**config.mk**
```make
export PLATFORM = sky130hd
export DESIGN_NAME = mem_wb_stage_flat
export DESIGN_NICKNAME = d
export VERILOG_FILES = /design/src/rtl/mem_wb_stage_pkg.sv /design/src/rtl/mem_wb_stage_if.sv /design/src/rtl/mem_wb_stage_load_formatter.sv /design/src/rtl/mem_wb_stage.sv /design/src/flat_wrapper.sv
export SDC_FILE = /design/constraint.sdc
export NUM_CORES = 1
export LEC_CHECK = 0
export CORE_MARGIN = 2
export CORE_UTILIZATION = 30
export CTS_CLUSTER_DIAMETER = 100
export DETAILED_ROUTE_END_ITERATION = 12
export PLACE_DENSITY = 0.61
export SYNTH_ARGS = -nofsm -noshare
export SYNTH_HDL_FRONTEND = slang
export SYNTH_SLANG_ARGS = --single-unit
```
**constraint.sdc**
```tcl
create_clock -name clk -period 6.2 [get_ports clk]
set_input_delay 1.24 -clock clk [delete_from_list [all_inputs] [get_ports clk]]
set_output_delay 1.24 -clock clk [all_outputs]
set_load 0.05 [all_outputs]
```
**src/rtl/mem_wb_stage_pkg.sv**
```systemverilog
// Shared encodings and widths for the MEM->WB pipeline register.
package mem_wb_stage_pkg;

    localparam int XLEN     = 32;
    localparam int REG_AW   = 5;

    typedef enum logic [1:0] {
        WB_SEL_ALU = 2'd0,
        WB_SEL_RAM = 2'd1,
        WB_SEL_PC4 = 2'd2,
        WB_SEL_IMM = 2'd3
    } wb_sel_e;

    localparam logic [2:0] LOAD_LB  = 3'b000;
    localparam logic [2:0] LOAD_LH  = 3'b001;
    localparam logic [2:0] LOAD_LW  = 3'b010;
    localparam logic [2:0] LOAD_LBU = 3'b100;
    localparam logic [2:0] LOAD_LHU = 3'b101;

endpackage

```
**src/rtl/mem_wb_stage_if.sv**
```systemverilog
// MEM-side slot and WB-side results exchanged with the MEM->WB register.
interface mem_wb_stage_if #(
    parameter int DATA_W     = 32,
    parameter int REG_ADDR_W = 5,
    parameter int CNT_W      = 32
);
    logic                  validIn;
    logic [1:0]            select;
    logic [2:0]            loadFunct3;
    logic [1:0]            byteOffset;
    logic [DATA_W-1:0]     dataFromALU;
    logic [DATA_W-1:0]     dataFromRam;
    logic [DATA_W-1:0]     pcPlus4;
    logic [DATA_W-1:0]     immData;
    logic                  regWriteEnableIn;
    logic [REG_ADDR_W-1:0] writeBackAddrIn;

    logic                  validOut;
    logic                  regWriteEnableOut;
    logic [REG_ADDR_W-1:0] writeBackAddrOut;
    logic [DATA_W-1:0]     dataToReg;
    logic [CNT_W-1:0]      retireCount;

    modport master (
        output validIn, select, loadFunct3, byteOffset,
        output dataFromALU, dataFromRam, pcPlus4, immData,
        output regWriteEnableIn, writeBackAddrIn,
        input  validOut, regWriteEnableOut, writeBackAddrOut,
        input  dataToReg, retireCount
    );

    modport slave (
        input  validIn, select, loadFunct3, byteOffset,
        input  dataFromALU, dataFromRam, pcPlus4, immData,
        input  regWriteEnableIn, writeBackAddrIn,
        output validOut, regWriteEnableOut, writeBackAddrOut,
        output dataToReg, retireCount
    );
endinterface

```
**src/rtl/mem_wb_stage_load_formatter.sv**
```systemverilog
// Combinational byte/half extraction with sign or zero extension.
module mem_wb_stage_load_formatter
    import mem_wb_stage_pkg::*;
(
    input  logic [XLEN-1:0] dataFromRam,
    input  logic [2:0]      loadFunct3,
    input  logic [1:0]      byteOffset,
    output logic [XLEN-1:0] dataOut
);

    logic [7:0]  byte_lane;
    logic [15:0] half_lane;

    // Halfword lane ignores byteOffset[0]; misalignment is not trapped here.
    assign byte_lane = dataFromRam[8*byteOffset +: 8];
    assign half_lane = dataFromRam[16*byteOffset[1] +: 16];

    always_comb begin
        dataOut = dataFromRam;
        unique case (loadFunct3)
            LOAD_LB:  dataOut = {{24{byte_lane[7]}}, byte_lane};
            LOAD_LH:  dataOut = {{16{half_lane[15]}}, half_lane};
            LOAD_LBU: dataOut = {24'd0, byte_lane};
            LOAD_LHU: dataOut = {16'd0, half_lane};
            LOAD_LW:  dataOut = dataFromRam;
            default:  dataOut = dataFromRam;
        endcase
    end

endmodule

```
**src/rtl/mem_wb_stage.sv**
```systemverilog
// MEM->WB pipeline register: writeback mux, stall/flush, x0 guard and
// retired-instruction counter.
module mem_wb_stage
    import mem_wb_stage_pkg::*;
#(
    parameter int DATA_W     = XLEN,
    parameter int REG_ADDR_W = REG_AW,
    parameter int CNT_W      = 32
) (
    input  logic               clk,
    input  logic               rst,
    input  logic               stall,
    input  logic               flush,
    mem_wb_stage_if.slave      bus
);

    logic [DATA_W-1:0] load_data;
    logic [DATA_W-1:0] wb_data;
    logic              we_next;

    mem_wb_stage_load_formatter u_fmt (
        .dataFromRam (bus.dataFromRam),
        .loadFunct3  (bus.loadFunct3),
        .byteOffset  (bus.byteOffset),
        .dataOut     (load_data)
    );

    always_comb begin
        wb_data = bus.dataFromALU;
        unique case (wb_sel_e'(bus.select))
            WB_SEL_ALU: wb_data = bus.dataFromALU;
            WB_SEL_RAM: wb_data = load_data;
            WB_SEL_PC4: wb_data = bus.pcPlus4;
            WB_SEL_IMM: wb_data = bus.immData;
            default:    wb_data = bus.dataFromALU;
        endcase
    end

    assign we_next = bus.regWriteEnableIn & bus.validIn
                   & (bus.writeBackAddrIn != '0);

    always_ff @(posedge clk or posedge rst) begin
        if (rst) begin
            bus.validOut          <= 1'b0;
            bus.regWriteEnableOut <= 1'b0;
            bus.writeBackAddrOut  <= '0;
            bus.dataToReg         <= '0;
            bus.retireCount       <= '0;
        end else if (flush) begin
            bus.validOut          <= 1'b0;
            bus.regWriteEnableOut <= 1'b0;
            bus.writeBackAddrOut  <= '0;
            bus.dataToReg         <= '0;
        end else if (!stall) begin
            bus.validOut          <= bus.validIn;
            bus.regWriteEnableOut <= we_next;
            bus.writeBackAddrOut  <= bus.writeBackAddrIn;
            bus.dataToReg         <= wb_data;
            if (bus.validIn)
                bus.retireCount <= bus.retireCount + CNT_W'(1);
        end
    end

endmodule
```
**src/flat_wrapper.sv**
```systemverilog
// flat-port wrapper written by rule: the top's interface ports become plain ports
module mem_wb_stage_flat import mem_wb_stage_pkg::*;
#(
    parameter int DATA_W     = XLEN,
    parameter int REG_ADDR_W = REG_AW,
    parameter int CNT_W      = 32
)
  (clk, rst, stall, flush, bus_validIn, bus_select, bus_loadFunct3, bus_byteOffset, bus_dataFromALU, bus_dataFromRam, bus_pcPlus4, bus_immData, bus_regWriteEnableIn, bus_writeBackAddrIn, bus_validOut, bus_regWriteEnableOut, bus_writeBackAddrOut, bus_dataToReg, bus_retireCount);
  mem_wb_stage_if #(.DATA_W(DATA_W), .REG_ADDR_W(REG_ADDR_W), .CNT_W(CNT_W)) bus_i ();
  input  logic clk;
  input  logic rst;
  input  logic stall;
  input  logic flush;
  input wire logic [$bits(bus_i.validIn)-1:0] bus_validIn;
  input wire logic [$bits(bus_i.select)-1:0] bus_select;
  input wire logic [$bits(bus_i.loadFunct3)-1:0] bus_loadFunct3;
  input wire logic [$bits(bus_i.byteOffset)-1:0] bus_byteOffset;
  input wire logic [$bits(bus_i.dataFromALU)-1:0] bus_dataFromALU;
  input wire logic [$bits(bus_i.dataFromRam)-1:0] bus_dataFromRam;
  input wire logic [$bits(bus_i.pcPlus4)-1:0] bus_pcPlus4;
  input wire logic [$bits(bus_i.immData)-1:0] bus_immData;
  input wire logic [$bits(bus_i.regWriteEnableIn)-1:0] bus_regWriteEnableIn;
  input wire logic [$bits(bus_i.writeBackAddrIn)-1:0] bus_writeBackAddrIn;
  output wire logic [$bits(bus_i.validOut)-1:0] bus_validOut;
  output wire logic [$bits(bus_i.regWriteEnableOut)-1:0] bus_regWriteEnableOut;
  output wire logic [$bits(bus_i.writeBackAddrOut)-1:0] bus_writeBackAddrOut;
  output wire logic [$bits(bus_i.dataToReg)-1:0] bus_dataToReg;
  output wire logic [$bits(bus_i.retireCount)-1:0] bus_retireCount;
  assign bus_i.validIn = bus_validIn;
  assign bus_i.select = bus_select;
  assign bus_i.loadFunct3 = bus_loadFunct3;
  assign bus_i.byteOffset = bus_byteOffset;
  assign bus_i.dataFromALU = bus_dataFromALU;
  assign bus_i.dataFromRam = bus_dataFromRam;
  assign bus_i.pcPlus4 = bus_pcPlus4;
  assign bus_i.immData = bus_immData;
  assign bus_i.regWriteEnableIn = bus_regWriteEnableIn;
  assign bus_i.writeBackAddrIn = bus_writeBackAddrIn;
  assign bus_validOut = bus_i.validOut;
  assign bus_regWriteEnableOut = bus_i.regWriteEnableOut;
  assign bus_writeBackAddrOut = bus_i.writeBackAddrOut;
  assign bus_dataToReg = bus_i.dataToReg;
  assign bus_retireCount = bus_i.retireCount;
  mem_wb_stage #(.DATA_W(DATA_W), .REG_ADDR_W(REG_ADDR_W), .CNT_W(CNT_W)) u_core (.clk(clk), .rst(rst), .stall(stall), .flush(flush), .bus(bus_i));
endmodule
```
---- Yosys cells after proc, flatten, opt, wreduce, memory -nomap -nowiden ----
Cells that the tools add are included.
Widths: inputs -> output; s select.
word-level totals
  output and inout port bits .............. 71
  logic and storage cells ................. 33
  register bits after elaboration ......... 71
operators by class
  multiplexer cells ....................... 10
  bitwise operators ....................... 4
  add/subtract/negate cells ............... 1
  reductions and logical operators ........ 4
  eq/ne operators ......................... 7
  shifts and indexed selects .............. 2
operator list
  kind                   number
  $pmux 32 s4            2
  $mux 32                2
  $add 32x1->32 const B  1
  $shiftx 32x6->16       1
  $shiftx 32x6->8        1
  $mux 5                 2
  $eq 3x3->1 const B     2
  $reduce_bool 5->1      1
  $eq 2x2->1 const B     2
  $mux 1                 4
  $eq 3x1->1 const B     1
  $logic_not 3->1        1
  $reduce_and 3->1       1
  $and 1x1->1            2
  $eq 2x1->1 const B     1
  $logic_not 2->1        1
  $ne 2x1->1 const B     1
  $not 1->1              2

---- Depth between registers and ports, before layout ----
Gate-level depths: netlist of the first run.
  word-level depth ........................ 5
  mapped depth ............................ 7
  gate-level depth less buffers ........... 5

---- By module ----
A second synthesis of the first run with hierarchy kept.
second synthesis, totals
  cell total of the unflattened synthesis .. 410
  area, all modules ....................... 4652.0 um^2
by module, submodules not included
  module                       area each (um^2)  seq. area each (um^2)  cells each  times used
  mem_wb_stage                 3749.8            1776.7                 290         1
  mem_wb_stage_load_formatter  902.1             0.0                    120         1

---- Least setup slack after synthesis of the first run ----
Ideal clock, no wire load.
  kind .................................... input -> register
  start point ............................. in bus_select[1]
  end point ............................... reg u_core.bus.dataToReg[16]
  data required time ...................... 6118 ps
  data arrival time ....................... 2768 ps
  path slack .............................. 3350 ps
  library setup time ...................... 82 ps
  cell stages on the path ................. 7
  path through ............................ buf_6 -> or4b_1 -> buf_2 -> a2111oi_4 -> o211ai_4 -> buf_6 -> o211ai_2
between the ends
  longest elaborated chain between the ends .. 4
  elaborated cells on any way between the ends .. 7
ends and longest elaborated chain
  item                                      line                   RTL
  start: declaration                        flat_wrapper.sv:15     input wire logic [$bits(bus_i.select)-1:0] bus_select;
  $eq 2x2->1, or another cell as far along  mem_wb_stage.sv:30     unique case (wb_sel_e'(bus.select))
  $pmux 32 s4 *                             mem_wb_stage.sv:30
  $mux 32 *                                 mem_wb_stage.sv:54     end else if (!stall) begin
  $mux 32 *                                 mem_wb_stage.sv:49     end else if (flush) begin
  end signal: assignment                    mem_wb_stage.sv:58     bus.dataToReg <= wb_data;
  end: declaration                          mem_wb_stage_if.sv:37  output dataToReg, retireCount
Every way passes the cells marked *; elsewhere a longest branch is shown, timed or not. The select of a mux whose other input is x is not followed.
A chain may end at the register's enable or synchronous reset.

---- Final worst setup path of the first run ----
  start point ............................. in bus_select[0]
  end point ............................... reg u_core.bus.dataToReg[16]
Same word-level chain as after synthesis.

==> impl_metrics.json, run 1 <==
{
  "seqPwrFrac_pct": 36.1,
  "drv_cap": 0,
  "power_frac_comb_pct": 29.8,
  "fmaxAchievable_ghz": 0.249,
  "period_minus_slack_ps": 4020,
  "nNetsFinal": 777,
  "cts.sinks": 71,
  "synth_top_area_share_pct": 41.4,
  "viasPerCell": 5.22,
  "synth_seq_cells": 71,
  "cts-root-buf": "clkbuf_16",
  "hold_path.class": "flip-flop to flip-flop",
  "slowest_stage": "nor2_1",
  "place_area_sq_um": 6590,
  "clk_pin_slew_worst_paths_ps": 60,
  "die_h_um": 124,
  "routed_wl_um": 16100,
  "wire_per_inst_um": 19.7,
  "finalSetupTns_ps": 0,
  "vias": 4255,
  "swShare_pct": 32.2,
  "fin_worst_skew_ps": 6.41,
  "synth_edf_count": 0,
  "powerDensity_nw_per_um2": 216,
  "grt_pass1_vias": 4308,
  "rsz0062_at_grt": "no",
  "clock_latency_ps": 330,
  "syn_to_final_growth_pct": 60.2,
  "cts_tree": "yes",
  "p_switching_uw": 478,
  "ys_types": 44,
  "pin_count": 217,
  "cts-buffers-inserted": 9,
  "cts_setup_buffers": 0,
  "tightest_slew_ps": 1360,
  "initial_core_util_pct": 30.8,
  "worstPathRequired_ps": 6450,
  "path_max_fanout": 34,
  "outcome": "complete, no violations",
  "cts_resized": 0,
  "cp_cell_sequence": "clkdlybuf4s50_1, buf_4, or4b_1, nor2_1, a22oi_1, o211ai_2",
  "synth_common_cells": "dfrtp_1 (71), mux2i_1 (47), nor2_1 (43)",
  "n_antenna_cell": 0,
  "synthFlopType": "dfrtp_1",
  "grt_overflow": 0,
  "io_buffer_count": 216,
  "slew_headroom_pct": 9.51,
  "synth_most_common_cell": "dfrtp_1",
  "arrival_ps": 4270,
  "yosysTopAreaCell": "dfrtp_1",
  "syn_inst": 428,
  "slowest_delay_ps": 990,
  "hold_buffers": 0,
  "final_antenna_net_count": 0,
  "grt_usage_pct": 20.3,
  "htreeDepth": 3,
  "drive_gt1_share_pct": 7.09,
  "yosysSeqAreaShare_pct": 41.4,
  "p_int_mw": 1.00,
  "slew_viol_final": 0,
  "ys_top_cells_by_area": "dfrtp_1 (41%), mux2i_1 (11%), xnor2_1 (5.3%)",
  "antenna_found_initial": 0,
  "syn_nets": 575,
  "cp-start-kind": "primary input",
  "cp-end-kind": "flip-flop",
  "grt_max_degree": 72,
  "p_leak_nw": 2.79,
  "synth_area_per_cell_sq_um": 10.0,
  "final_min_period_over_clock_period_pct": 64.8,
  "synth_warnings": 0,
  "fin_area_sq_um": 6870,
  "vdd_drop_max_v": 0.000104,
  "grt_pass1_wl_um": 23700,
  "finalHoldViolations": 0,
  "place_hpwl_um": 12000,
  "cts.path.max_buffers": 2,
  "syn_area_sq_um": 4290,
  "drcViolationCount": 0,
  "core_area_sq_um": 13900,
  "dr.first_iter.drc_count": 203,
  "first_pass_iters": 5,
  "async_flop_share_pct": 100,
  "critical_path_class": "primary input to flip-flop",
  "fp-row-count": 43,
  "clkPwrFrac_pct": 34.1,
  "setup_violations": 0,
  "gp_congestion": 0.842,
  "dieArea_sq_um": 15300,
  "die_w_um": 124
}
[power by group through the flow]
| stage | sequential (mW) | clock, mW | combinational, mW |
|---|---|---|---|
| after floorplan | 0.650 | 0 | 0.126 |
| after global placement | 0.542 | 0 | 0.439 |
| after detailed placement | 0.543 | 0 | 0.443 |
| after CTS | 0.536 | 0.513 | 0.445 |
| after global routing | 0.540 | 0.537 | 0.469 |
| final | 0.536 | 0.505 | 0.442 |
[critical path, delay by kind of cell]
| kind | cells | cell delay (ps) |
|---|---|---|
| and+or+nand+nor | 2 | 1810 |
| buffers and inverters | 2 | 780 |
| AOI/OAI and AO/OA | 2 | 410 |
[registers in the layout (all words and copies together), names as in the netlist]
register / count
u_core.bus.retireCount: 32
u_core.bus.writeBackAddrOut: 5
u_core.bus.dataToReg: 32
u_core.bus.validOut: 1
u_core.bus.regWriteEnableOut: 1
[kinds of logic (layout without fill, tap and decap cells)]
group | after synthesis | count (layout) | share of synthesized area [%]
AOI/OAI and AO/OA | 115 | 115 | 20.6
xor gates and xnor gates | 31 | 31 | 6.33
adders and majority gates | 1 | 1 | 0.292
buffers and inverters | 38 | 245 | 3.73
DFF | 71 | 71 | 41.4
muxes | 56 | 56 | 13.6
and+or+nand+nor | 116 | 116 | 14.0
[final timing paths]
| kind | endpoint | cells after the start | slack, ps | startpoint |
|---|---|---|---|---|
| worst max-delay path | u_core.bus.dataToReg[16] | 6 | 2180 | bus_select[0] |
| worst min-delay path | u_core.bus.retireCount[8] | 1 | 490 | u_core.bus.retireCount[8] |
| worst max register to register | u_core.bus.retireCount[26] | 5 | 4220 | u_core.bus.retireCount[0] |
| worst min register to register | u_core.bus.retireCount[8] | 1 | 490 | u_core.bus.retireCount[8] |
| max in group asynchronous | u_core.bus.retireCount[2] | 3 | 4080 | rst |
| min in group asynchronous | u_core.bus.dataToReg[24] | 3 | 1500 | rst |
[stage by stage]
| step | setup WS (ps) | hold WS, ps | util, % | std cells | power (mW) |
|---|---|---|---|---|---|
| global placement | 2020 | 468 | 47.3 | 799 | 0.981 |
| global route | 1980 | 514 | 49.3 | 815 | 1.55 |
| floorplan | 3160 | 776 | - | 428 | 0.776 |
| detailed placement | 1860 | 487 | 47.3 | 799 | 0.986 |
| finish | 2180 | 491 | 49.3 | 815 | 1.48 |
| CTS | 2230 | 495 | 49.3 | 815 | 1.49 |
[metal layers]
metal  global-route usage, %  vias up  share of wire (%)
met3                    4.90       19                8.8
met5                       0        -                  0
met1                    26.9     2048                 43
li1                        -     2013                  -
met4                    6.61        0                1.8
met2                    32.6      175                 46
[area by class of cell]
cell class | count | area, sq um
clock buffer | 13 | 240
clock inverter | 3 | 43.8
fill | 1310 | 7070
inverter | 7 | 26.3
multi-input combinational | 319 | 2350
sequential | 71 | 1780
tap | 180 | 225
timing repair buffer | 222 | 2200
[cell usage in the layout (no fill, tap or decap), drive strengths merged, types with 5 or more instances in the layout]
| cell type | instances |
|---|---|
| mux2i | 47 |
| nor2 | 43 |
| mux2 | 8 |
| o31ai | 7 |
| clkbuf | 13 |
| inv | 6 |
| buf | 7 |
| nand2 | 11 |
| dfrtp | 71 |
| nor3 | 5 |
| nand3 | 14 |
| nand4 | 16 |
| o211ai | 18 |
| o2bb2ai | 16 |
| and2 | 5 |
| xor2 | 5 |
| a22oi | 23 |
| o22ai | 8 |
| a21oi | 29 |
| o32ai | 7 |
| xnor2 | 26 |
| clkdlybuf4s50 | 215 |
Power figures use the tool's default switching activity.
==> run 2: changes to the inputs <==
- clock period: 6.2 -> 4.2 ns (I/O delays scaled with it)
==> run 2 against run 1 <==
  * Worst hold slack gained 11 ps
  * First-iteration DRC count up 23%
  * Total power grew 48%
  * Clock-buffer cell count decreased by 4
  * Clock skew fell by 2.1 ps
  * Combinational power rose by 48%
  * Worst setup slack worse by 830 ps
  * Critical endpoint is now u_core.bus.dataToReg[22]
  * Largest power group unchanged
  * Utilization up 0.19 points
  * Cell count is 0.25% higher
==> impl_metrics.json, run 2 (synthesis gave the netlist of run 1 again) <==
{
  "outcome": "complete, no violations",
  "globalRouteMet2Util_pct": 32.8,
  "initial_core_util_pct": 30.8,
  "grt_overflow": 0,
  "wire_per_inst_um": 19.5,
  "n_antenna_cell": 0,
  "routed_wl_um": 15900,
  "cts-root-buf": "clkbuf_16",
  "path_max_fanout": 18,
  "grt_pass1_vias": 4287,
  "arrival_ps": 3090,
  "dieArea_sq_um": 15300,
  "cts.path.max_buffers": 2,
  "cp-start-kind": "primary input",
  "viasPerCell": 5.20,
  "tightest_slew_ps": 1020,
  "final_antenna_net_count": 0,
  "vias": 4251,
  "pin_count": 217,
  "p_total_mw": 2.20,
  "die_h_um": 124,
  "cts.sinks": 71,
  "stdcell_count": 817,
  "htreeDepth": 3,
  "slew_headroom_pct": 31.9,
  "met1_usage_pct": 25.7,
  "nNetsFinal": 780,
  "syn_to_final_growth_pct": 60.8,
  "core_area_sq_um": 13900,
  "first_pass_iters": 4,
  "rsz0062_at_grt": "no",
  "slowest_delay_ps": 800,
  "multi_input_area_sq_um": 2350,
  "setup_slack_ps": 1350,
  "final_min_period_over_clock_period_pct": 67.9,
  "gp_congestion": 0.854,
  "fp-row-count": 43,
  "reg_top3": "u_core.bus.dataToReg (32), u_core.bus.retireCount (32), u_core.bus.writeBackAddrOut (5)",
  "p_leak_nw": 2.80,
  "finalHoldViolations": 0,
  "drive_gt1_share_pct": 8.01,
  "nFillCells": 1257,
  "cts_tree": "yes",
  "fin_worst_skew_ps": 4.34,
  "ff_latch_area_sq_um": 1780,
  "final_cell_mix": "clkdlybuf4s50_1 (215), dfrtp_1 (71), mux2i_1 (47)",
  "setup_violations": 0,
  "cp_cell_sequence": "clkdlybuf4s50_1, or4b_1, a2111oi_4, o211ai_4, o211ai_1",
  "clock_latency_ps": 330,
  "drcViolationCount": 0,
  "dr.first_iter.drc_count": 250,
  "critical_path_class": "primary input to flip-flop",
  "vdd_drop_max_v": 0.000185,
  "grt.met3_usage_pct": 4.90,
  "die_w_um": 124,
  "hold_path.class": "flip-flop to flip-flop",
  "final_common_cell": "clkdlybuf4s50_1",
  "place_hpwl_um": 12200,
  "finalSetupTns_ps": 0,
  "slowest_stage": "or4b_1",
  "io_buffer_count": 216,
  "busiest_layer": "met2",
  "grt_usage_pct": 19.8,
  "slew_viol_final": 0,
  "grt_max_degree": 47,
  "antenna_found_initial": 1,
  "grt_pass1_wl_um": 23200,
  "place_ws_ps": 1020,
  "cp-end-kind": "flip-flop",
  "cpLargestDelayFamily": "compound AO/OA/AOI/OAI gates",
  "worstPathRequired_ps": 4440,
  "cts_resized": 0,
  "powerDensity_nw_per_um2": 318,
  "clk_pin_slew_worst_paths_ps": 60,
  "period_minus_slack_ps": 2850,
  "fmaxAchievable_ghz": 0.351,
  "crit_buf_inv": 1,
  "cts-buffers-inserted": 9,
  "hold_buffers": 0,
  "cts_setup_buffers": 0,
  "dp_cells": 802,
  "drv_cap": 0
}
==> run 2: cell types whose count changed in the layout (fill, tap and decap cells not counted), sizes merged <==
cell / change
buf: +3
clkbuf: -4
clkinvlp: +3
==> run 2: layout make-up <==
cell class,count,area share (%)
multi-input cells,319,34.1
repair buffers,225,32.3
flip-flops and latches,71,25.8
clock buffers,9,3.27
well taps,180,3.27
clock inverters,6,0.907
inverters,7,0.381
==> run 2: where the power goes <==
part           internal [mW]  total, mW  switching (mW)  leakage [nW]
Clock                  0.454      0.753           0.298         0.133
Combinational          0.291      0.654           0.363          1.71
Sequential             0.732      0.789          0.0565         0.960
Total                   1.48       2.20           0.718          2.80
==> run 2: layer usage <==
layer / part of all wire, % / vias to the layer above
met5: 0 / -
met4: 1.7 / 0
met3: 8.9 / 18
met2: 47 / 185
met1: 43 / 2027
li1: - / 2021
==> run 2: final timing paths <==
kind                                              end                       start  cells after the start  slack (ps)
min reg2reg                u_core.bus.retireCount[22]  u_core.bus.retireCount[22]                      1         500
min in group asynchronous    u_core.bus.dataToReg[24]                         rst                      2        1090
max reg2reg                u_core.bus.retireCount[26]   u_core.bus.retireCount[0]                      5        2140
min                        u_core.bus.retireCount[22]  u_core.bus.retireCount[22]                      1         500
max in group asynchronous  u_core.bus.retireCount[23]                         rst                      3        2320
max                          u_core.bus.dataToReg[22]               bus_select[0]                      5        1350
==> run 2: metrics by stage <==
step	cell area [sq um]	hold WS (ps)	utilization [%]
global route	6900	515	49.5
floorplan	4290	776	-
CTS	6900	503	49.5
detailed placement	6610	487	47.4
finish	6900	502	49.5
global placement	6610	483	47.4
==> run 2: worst register-to-register path, delay by kind of cell (launching register included) <==
kind / cells / cell delay, ps
and+or+nand+nor: 3 / 1070
adders and majority gates: 1 / 260
DFF: 1 / 450
xor gates and xnor gates: 1 / 160
